### src/rtl/bus_arbiter.sv
// bus_arbiter: hands the shared serial bus to one of NUM_MASTERS masters for a
// whole transaction. The grant is released on slave completion, on the owner
// dropping its request before its first handshake, or on timeout. After a
// release the bus turns around for one cycle before it is arbitrated again.
//
// state   | meaning
// IDLE    | no owner; arbitrate among pending requests
// GRANT   | owner granted, waiting for its first address handshake
// BUSY    | transaction in flight, waiting for slave_done
// RELEASE | one-cycle turnaround with grant low; advance rr pointer
module bus_arbiter #(
  parameter int NUM_MASTERS   = 2,
  parameter int PRIORITY_MODE = 0,
  parameter int TIMEOUT       = 1000,
  localparam int ID_W         = $clog2(NUM_MASTERS)
) (
  input  logic                   clk,
  input  logic                   reset,
  input  logic [NUM_MASTERS-1:0] req,
  input  logic [NUM_MASTERS-1:0] m_valid,
  input  logic                   slave_done,
  output logic [NUM_MASTERS-1:0] grant,
  output logic [ID_W-1:0]        grant_id,
  output logic                   bus_busy,
  output logic                   timeout_err
);

  typedef enum logic [1:0] {
    ST_IDLE    = 2'd0,
    ST_GRANT   = 2'd1,
    ST_BUSY    = 2'd2,
    ST_RELEASE = 2'd3
  } state_t;

  localparam logic [NUM_MASTERS-1:0] ONE      = NUM_MASTERS'(1);
  localparam logic [ID_W-1:0]        LAST_ID  = ID_W'(NUM_MASTERS - 1);
  localparam bit                     TMO_EN   = (TIMEOUT > 0);
  localparam logic [15:0]            TMO_LAST = (TIMEOUT > 0) ? 16'(TIMEOUT - 1) : 16'd0;

  state_t          state;
  logic [ID_W-1:0] rr_ptr;
  logic [15:0]     timer;

  logic [ID_W-1:0] search_base;
  logic [ID_W-1:0] winner;
  logic            found;
  int              idx;

  logic            owner_req;
  logic            owner_valid;
  logic            timeout_hit;

  // Fixed priority is a round-robin search that always starts at index 0.
  assign search_base = (PRIORITY_MODE == 1) ? rr_ptr : '0;

  // The grant is one-hot while owned, so masking selects the owner's own bits.
  assign owner_req   = |(req & grant);
  assign owner_valid = |(m_valid & grant);
  assign timeout_hit = TMO_EN && (timer == TMO_LAST);

  // First requester at or after the search base, wrapping past the top index.
  always_comb begin
    winner = '0;
    found  = 1'b0;
    idx    = 0;
    for (int k = 0; k < NUM_MASTERS; k++) begin
      idx = int'(search_base) + k;
      if (idx >= NUM_MASTERS) idx = idx - NUM_MASTERS;
      if (!found && ((req & (ONE << idx)) != '0)) begin
        found  = 1'b1;
        winner = ID_W'(idx);
      end
    end
  end

  // Arbitration FSM with registered grant, busy, error pulse, timer and rr pointer.
  always_ff @(posedge clk or posedge reset) begin
    if (reset) begin
      state       <= ST_IDLE;
      grant       <= '0;
      grant_id    <= '0;
      bus_busy    <= 1'b0;
      timeout_err <= 1'b0;
      rr_ptr      <= '0;
      timer       <= '0;
    end else begin
      timeout_err <= 1'b0;
      case (state)
        ST_IDLE: begin
          if (|req) begin
            state    <= ST_GRANT;
            grant    <= ONE << winner;
            grant_id <= winner;
            bus_busy <= 1'b1;
            timer    <= '0;
          end
        end

        ST_GRANT: begin
          // A handshake on the last allowed cycle cannot extend the grant.
          if (owner_valid && !timeout_hit) begin
            state <= ST_BUSY;
            timer <= timer + 16'd1;
          end else if (!owner_req) begin
            state    <= ST_RELEASE;
            grant    <= '0;
            bus_busy <= 1'b0;
          end else if (timeout_hit) begin
            state       <= ST_RELEASE;
            grant       <= '0;
            bus_busy    <= 1'b0;
            timeout_err <= 1'b1;
          end else begin
            timer <= timer + 16'd1;
          end
        end

        ST_BUSY: begin
          if (slave_done) begin
            state    <= ST_RELEASE;
            grant    <= '0;
            bus_busy <= 1'b0;
          end else if (timeout_hit) begin
            state       <= ST_RELEASE;
            grant       <= '0;
            bus_busy    <= 1'b0;
            timeout_err <= 1'b1;
          end else begin
            timer <= timer + 16'd1;
          end
        end

        ST_RELEASE: begin
          state  <= ST_IDLE;
          rr_ptr <= (grant_id == LAST_ID) ? '0 : grant_id + ID_W'(1);
        end

        default: begin
          state    <= ST_IDLE;
          grant    <= '0;
          bus_busy <= 1'b0;
        end
      endcase
    end
  end

endmodule

### config.mk
export PLATFORM = sky130hd
export DESIGN_NAME = bus_arbiter
export DESIGN_NICKNAME = d
export VERILOG_FILES = /design/src/rtl/bus_arbiter.sv
export SDC_FILE = /design/constraint.sdc
export NUM_CORES = 1
export LEC_CHECK = 0
export CORE_MARGIN = 2
export CORE_UTILIZATION = 45
export DETAILED_ROUTE_END_ITERATION = 10
export DONT_BUFFER_PORTS = 1
export GPL_TIMING_DRIVEN = 0
export PLACE_DENSITY_LB_ADDON = 0.2
export SLEW_MARGIN = 20
export SYNTH_ARGS = -nofsm -noshare
export SYNTH_HDL_FRONTEND = slang
export SYNTH_SLANG_ARGS = --single-unit
### constraint.sdc
create_clock -name clk -period 2.41 [get_ports clk]
set_input_delay 0.1205 -clock clk [delete_from_list [all_inputs] [get_ports clk]]
set_output_delay 0.1205 -clock clk [all_outputs]
set_load 0.1 [all_outputs]
==> results.py, run 1 <==
metrics = {
    "grt": {
        "overflow": 0,
        "grt_pass1_wl_um": 5520,
        "grt_pass1_vias": 1173,
        "grt_max_degree": 24,
        "grt_usage_pct": 20.4,
        "antenna_found_initial": 0,
    },
    "synthesis": {
        "synth_top_family_by_area": "compound AO/OA/AOI/OAI gates",
        "synthAdderAreaFrac_pct": 4.46,
        "syn_nets": 169,
        "synthArstFlopShare_pct": 100,
        "yosysUniqueCellTypes": 42,
        "syn-mean-instance-area_sq_um": 8.93,
        "postSynthCellCount": 157,
        "synth_edf_count": 0,
        "synthXorXnorAreaFrac_pct": 3.75,
        "yosysWarnings": 0,
        "yosysSeqAreaShare_pct": 41.0,
        "synth-simple-area-share_pct": 22.6,
        "synth_ff_type": "dfrtp_1",
        "synth_compound_area_share_pct": 22.6,
        "muxShareOfSynthArea_pct": 0.714,
        "synth_area_sq_um": 1400,
        "synth_seq_cells": 23,
    },
    "final_layout": {
        "mostFrequentLayoutCells": "dfrtp_1, nor2_1, inv_1",
        "diodes": 0,
        "layout-drive-gt1-share_pct": 15.8,
        "fin_util_pct": 54.0,
        "final_common_cell": "dfrtp_1",
        "n_fill_cell": 274,
        "final_nets": 184,
        "synthToLayoutAreaGrowth_pct": 15.6,
    },
    "timing": {
        "tightest_slew_ps": 905,
        "layout_min_cycle_time_ps": 2400,
        "hold_viol_final": 0,
        "tns_ps": 0,
        "fin_crit_sh_pct": 99.6,
        "hold_ws_ps": 162,
        "slew_headroom_pct": 39.7,
        "setup_slack_ps": 8.56,
        "fmax_mhz": 416,
        "drv_slew": 0,
        "rsz0062_at_grt": "true",
        "fin_worst_skew_ps": 7.93,
        "setup_viol": 0,
    },
    "setup_path": {
        "cpPeakStageDelay_ps": 530,
        "crit_path_cell_trace": "or4_1, or4_4, buf_6, a311o_1, o32ai_2",
        "cp_slowest_cell": "or4_1",
        "critPathMaxFanout": 7,
        "crit_arrival_ps": 2630,
        "cp-end-kind": "flop",
        "crit_type": "flop to flop",
        "required_ps": 2640,
        "cp-start-kind": "flop",
    },
    "route": {
        "wl_per_cell_um": 15.6,
        "wirelength_um": 3190,
        "drt_iter0_markers": 64,
        "vias": 1286,
        "antenna_left": 0,
        "viasPerCell": 6.30,
        "drc": 0,
        "dr.pass1.iters": 4,
    },
    "die": {
        "die_w_um": 59.8,
        "num_rows": 20,
        "io_pins": 12,
        "die_h_um": 59.8,
        "initial_utilization_pct": 46.7,
        "dieArea_sq_um": 3580,
        "core_sq_um": 3000,
    },
    "power_and_ir_drop": {
        "p_comb_share_pct": 51.4,
        "p_clk_share_pct": 10.0,
        "net-switching-power_w": 0.000965,
        "p_leak_nw": 0.671,
        "p_int_w": 0.000891,
        "power-per-cell-area_nw_per_um2": 1140,
        "p_sw_share_pct": 52.0,
        "peakVddDrop_uv": 1030,
        "pwr-share-seq_pct": 38.7,
    },
    "place": {
        "routabilityCongestion": 0.860,
        "portBuffers": 0,
        "pre_cts_ws_ps": -109,
        "hpwl_um": 2150,
    },
    "clock_tree": {
        "cts_buffer_depth": 2,
        "clock_sinks": 23,
        "numCtsBuffers": 3,
        "cts_tree": "built",
        "htreeDepth": 1,
        "path_clk_slew_ps": 130,
        "clk_latency_ps": 320,
        "root_buffer": "clkbuf_4",
    },
    "flow_run": {
        "drv_cap": 0,
    },
    "run_status": {
        "status": "completed",
    },
    "worst_hold_path": {
        "hold_class": "primary input to flop",
    },
}
==> final cells by class <==
| class | count | area, sq um | area share [%] |
|---|---|---|---|
| multi-input cells | 117 | 803 | 49.5 |
| plain buffers | 7 | 45.0 | 2.78 |
| flip-flops and latches | 23 | 581 | 35.8 |
| repair buffers | 10 | 87.6 | 5.40 |
| inverters | 10 | 37.5 | 2.31 |
| well taps | 33 | 41.3 | 2.55 |
| clock buffers | 4 | 26.3 | 1.62 |
==> through the flow <==
stage	cell area [sq um]	std cells	total power [W]
after floorplan	1400	157	0.00134
after global placement	1440	190	0.00150
after detailed placement	1440	190	0.00152
after CTS	1530	199	0.00175
after global routing	1620	204	0.00200
final	1620	204	0.00186
==> cell usage after synthesis, drive strengths merged, types with 3 or more instances <==
cell type,instances,area share [%]
dfrtp,23,41
nor2,19,5.1
o21ai,12,4.8
inv,10,2.7
nand2,8,2.1
nand4,8,3.6
a21oi,6,2.4
clkbuf,6,1.7
nand3,6,2.1
xor2,6,3.7
a31oi,5,2.7
ha,5,4.5
nor4,4,1.8
o31ai,4,2.1
or4,4,2.1
and3,3,1.3
==> cells by family after synthesis <==
kind of cell,count (synthesis)
compound gates,44
xor+xnor,6
fa+ha+maj,5
buf+inv,17
flops,23
mux,1
simple gates,61
==> power groups by stage <==
stage	Combinational [W]	Clock (W)	Sequential (W)
2_1_floorplan	0.000636	0	0.000708
3_3_place_gp	0.000783	0	0.000718
3_5_place_dp	0.000795	0	0.000726
4_1_cts	0.000840	0.000187	0.000719
5_1_grt	0.00106	0.000209	0.000730
6_report	0.000954	0.000185	0.000717
==> flip-flops by register name (all words and copies together), names as in the netlist <==
| register | flops |
|---|---|
| bus_busy | 1 |
| grant | 2 |
| grant_id | 1 |
| state | 2 |
| timeout_err | 1 |
| timer | 16 |
==> worst paths after layout <==
path | start | cells past startpoint | endpoint | slack [ps]
setup / recovery | timer[12]$_DFFE_PP0P_ | 5 | grant[1]$_DFFE_PP0P_ | 9
hold / removal | req[0] | 3 | timeout_err$_DFF_PP0_ | 160
setup reg to reg | timer[12]$_DFFE_PP0P_ | 5 | grant[1]$_DFFE_PP0P_ | 9
hold reg to reg | timer[8]$_DFFE_PP0P_ | 1 | timer[8]$_DFFE_PP0P_ | 520
max in group asynchronous | reset | 2 | timer[12]$_DFFE_PP0P_ | 1390
min in group asynchronous | reset | 2 | bus_busy$_DFFE_PP0P_ | 420
==> critical path: cells and delay by family (launching register included) <==
family / cells / cell delay (ps)
flops: 1 / 470
buf+inv: 1 / 150
compound gates: 2 / 640
simple gates: 2 / 1060
==> per-layer routing <==
metal	global-route usage, %	wire [um]
met5	0	0
met1	29.2	1530
met3	3.25	138
met2	30.7	1480
met4	7.62	35
==> what timing repair did <==
action / in CTS / in global routing
setup endpoints to repair: 15 / 19
hold buffers: 5 / 0
buffers inserted: 0 / 5
pin swaps: 0 / 7
gates resized for setup: 5 / 20
endpoints found under the hold margin: 28 / 0
Note: power is estimated with default switching activity, not from simulation.
==> inputs of run 2 (changes only) <==
- SETUP_SLACK_MARGIN: not set -> 0.4
==> results.py, run 2 (same netlist as run 1, synthesis figures left out) <==
metrics = {
    "run_status": {
        "status": "completed",
    },
    "die": {
        "initial_utilization_pct": 46.7,
        "num_rows": 20,
        "die_w_um": 59.8,
        "io_pins": 12,
        "die_h_um": 59.8,
        "dieArea_sq_um": 3580,
        "core_sq_um": 3000,
    },
    "timing": {
        "setup_slack_ps": 56.5,
        "layout_min_cycle_time_ps": 2350,
        "hold_viol_final": 0,
        "slew_headroom_pct": 38.9,
        "fin_crit_sh_pct": 97.7,
        "fin_worst_skew_ps": 6.11,
        "drv_slew": 0,
        "tns_ps": 0,
        "setup_viol": 0,
        "tightest_slew_ps": 916,
        "rsz0062_at_grt": "true",
        "fmax_mhz": 425,
    },
    "clock_tree": {
        "clock_sinks": 23,
        "root_buffer": "clkbuf_4",
        "numCtsBuffers": 3,
        "path_clk_slew_ps": 130,
        "htreeDepth": 1,
        "cts_tree": "built",
        "cts_buffer_depth": 2,
        "clk_latency_ps": 320,
    },
    "setup_path": {
        "cp-end-kind": "flop",
        "crit_type": "flop to flop",
        "cpPeakStageDelay_ps": 550,
        "crit_path_frequent_cell": "or4_4",
        "crit_path_cell_trace": "or4_4, or4_4, buf_8, a311o_1, o21ai_2, o32ai_2",
        "reg2reg_depth": 6,
        "r2r_start": "timer[11]$_DFFE_PP0P_",
        "startpoint": "timer[11]$_DFFE_PP0P_",
        "cp_slowest_cell": "or4_4",
        "required_ps": 2620,
        "r2r_slack_ps": 60,
        "critPathMaxFanout": 5,
        "cp-start-kind": "flop",
        "crit_end": "grant[1]$_DFFE_PP0P_",
        "crit_arrival_ps": 2560,
        "r2r-end": "grant[1]$_DFFE_PP0P_",
    },
    "final_layout": {
        "final_common_cell": "dfrtp_1",
        "regMostFlops": "timer",
        "mostFrequentLayoutCells": "dfrtp_1, nor2_1, inv_1",
        "instances_no_fill": 206,
        "final_area_sq_um": 1760,
        "synthToLayoutAreaGrowth_pct": 25.5,
        "layout-drive-gt1-share_pct": 26.0,
        "largest_reg_flops": 16,
        "diodes": 0,
        "top_regs": "timer (16), grant (2), state (2)",
        "final_nets": 186,
    },
    "route": {
        "antenna_left": 0,
        "met3WireLength_um": 132,
        "viasPerCell": 6.31,
        "wl_per_cell_um": 16.8,
        "wirelength_um": 3470,
        "drc": 0,
        "drt_iter0_markers": 57,
        "top_layer_used": "met4",
        "dr_wl_met2_um": 1640,
        "vias": 1299,
        "drt-met1-wl_um": 1600,
        "dr.pass1.iters": 4,
    },
    "worst_hold_path": {
        "holdPathStages": 2,
        "hold_class": "primary input to flop",
    },
    "grt": {
        "overflow": 0,
        "grt_usage_pct": 21.4,
        "grt_pass1_wl_um": 5860,
        "grt_pass1_vias": 1288,
        "grt_max_degree": 24,
        "antenna_found_initial": 0,
    },
    "place": {
        "portBuffers": 0,
        "place_area_sq_um": 1460,
        "hpwl_um": 2260,
        "routabilityCongestion": 0.821,
        "numPlacedInstances": 190,
        "pre_cts_ws_ps": -68.3,
    },
    "power_and_ir_drop": {
        "p_leak_nw": 0.717,
        "power-per-cell-area_nw_per_um2": 1160,
        "power_w": 0.00204,
        "peakVddDrop_uv": 796,
    },
    "flow_run": {
        "drv_cap": 0,
    },
}
run 2: worst min-delay path by stage:
stage / start / slack, ps / to
3_5_place_dp: req[0] / 210 / grant_id$_DFFE_PP0P_
3_3_place_gp: req[0] / 210 / grant_id$_DFFE_PP0P_
4_1_cts: req[0] / 6 / state[1]$_DFFE_PP0N_
5_1_grt: req[1] / -9 / state[1]$_DFFE_PP0N_
2_1_floorplan: reset / 120 / bus_busy$_DFFE_PP0P_
6_report: req[1] / 10 / state[1]$_DFFE_PP0N_
run 2: area by class of cell:
class,count,area (sq um)
well taps,33,41.3
inverters,10,37.5
plain buffers,7,56.3
multi-input cells,117,906
clock buffers,4,26.3
flip-flops and latches,23,583
fillers,263,1240
repair buffers,12,110
run 2: per-layer routing:
| layer | vias to the layer above | track usage (%) |
|---|---|---|
| met5 | - | 0 |
| met4 | 0 | 6.98 |
| met3 | 9 | 2.38 |
| met2 | 35 | 35.6 |
| met1 | 637 | 28.8 |
| li1 | 618 | - |
run 2: what timing repair did:
item / in CTS / in global routing
cloned: 1 / 0
endpoints found under the setup margin: 22 / 22
endpoints found under the hold margin: 26 / 1
hold buffers: 4 / 1
resized for setup: 31 / 18
pin swaps: 17 / 13
setup buffers: 3 / 3
run 2: worst max-delay path: cells and delay by family (launching register included):
kind,cells,cell delay [ps]
AND/OR/NAND/NOR,2,1080
AO/OA/AOI/OAI,3,580
flip-flops,1,430
buffers and inverters,1,150
run 2: power by group:
part	total, W	switching, W	internal [W]
Clock	0.000186	0.000121	0.0000647
Combinational	0.00114	0.000670	0.000465
Sequential	0.000723	0.000272	0.000451
run 2: metrics by stage:
| stage | util, % | hold WS [ps] |
|---|---|---|
| 6_report | 58.6 | 11.2 |
| 5_1_grt | 58.6 | -8.63 |
| 4_1_cts | 55.3 | 6.32 |
| 3_5_place_dp | 48.5 | 210 |
| 3_3_place_gp | 48.5 | 208 |
| 2_1_floorplan | - | 122 |
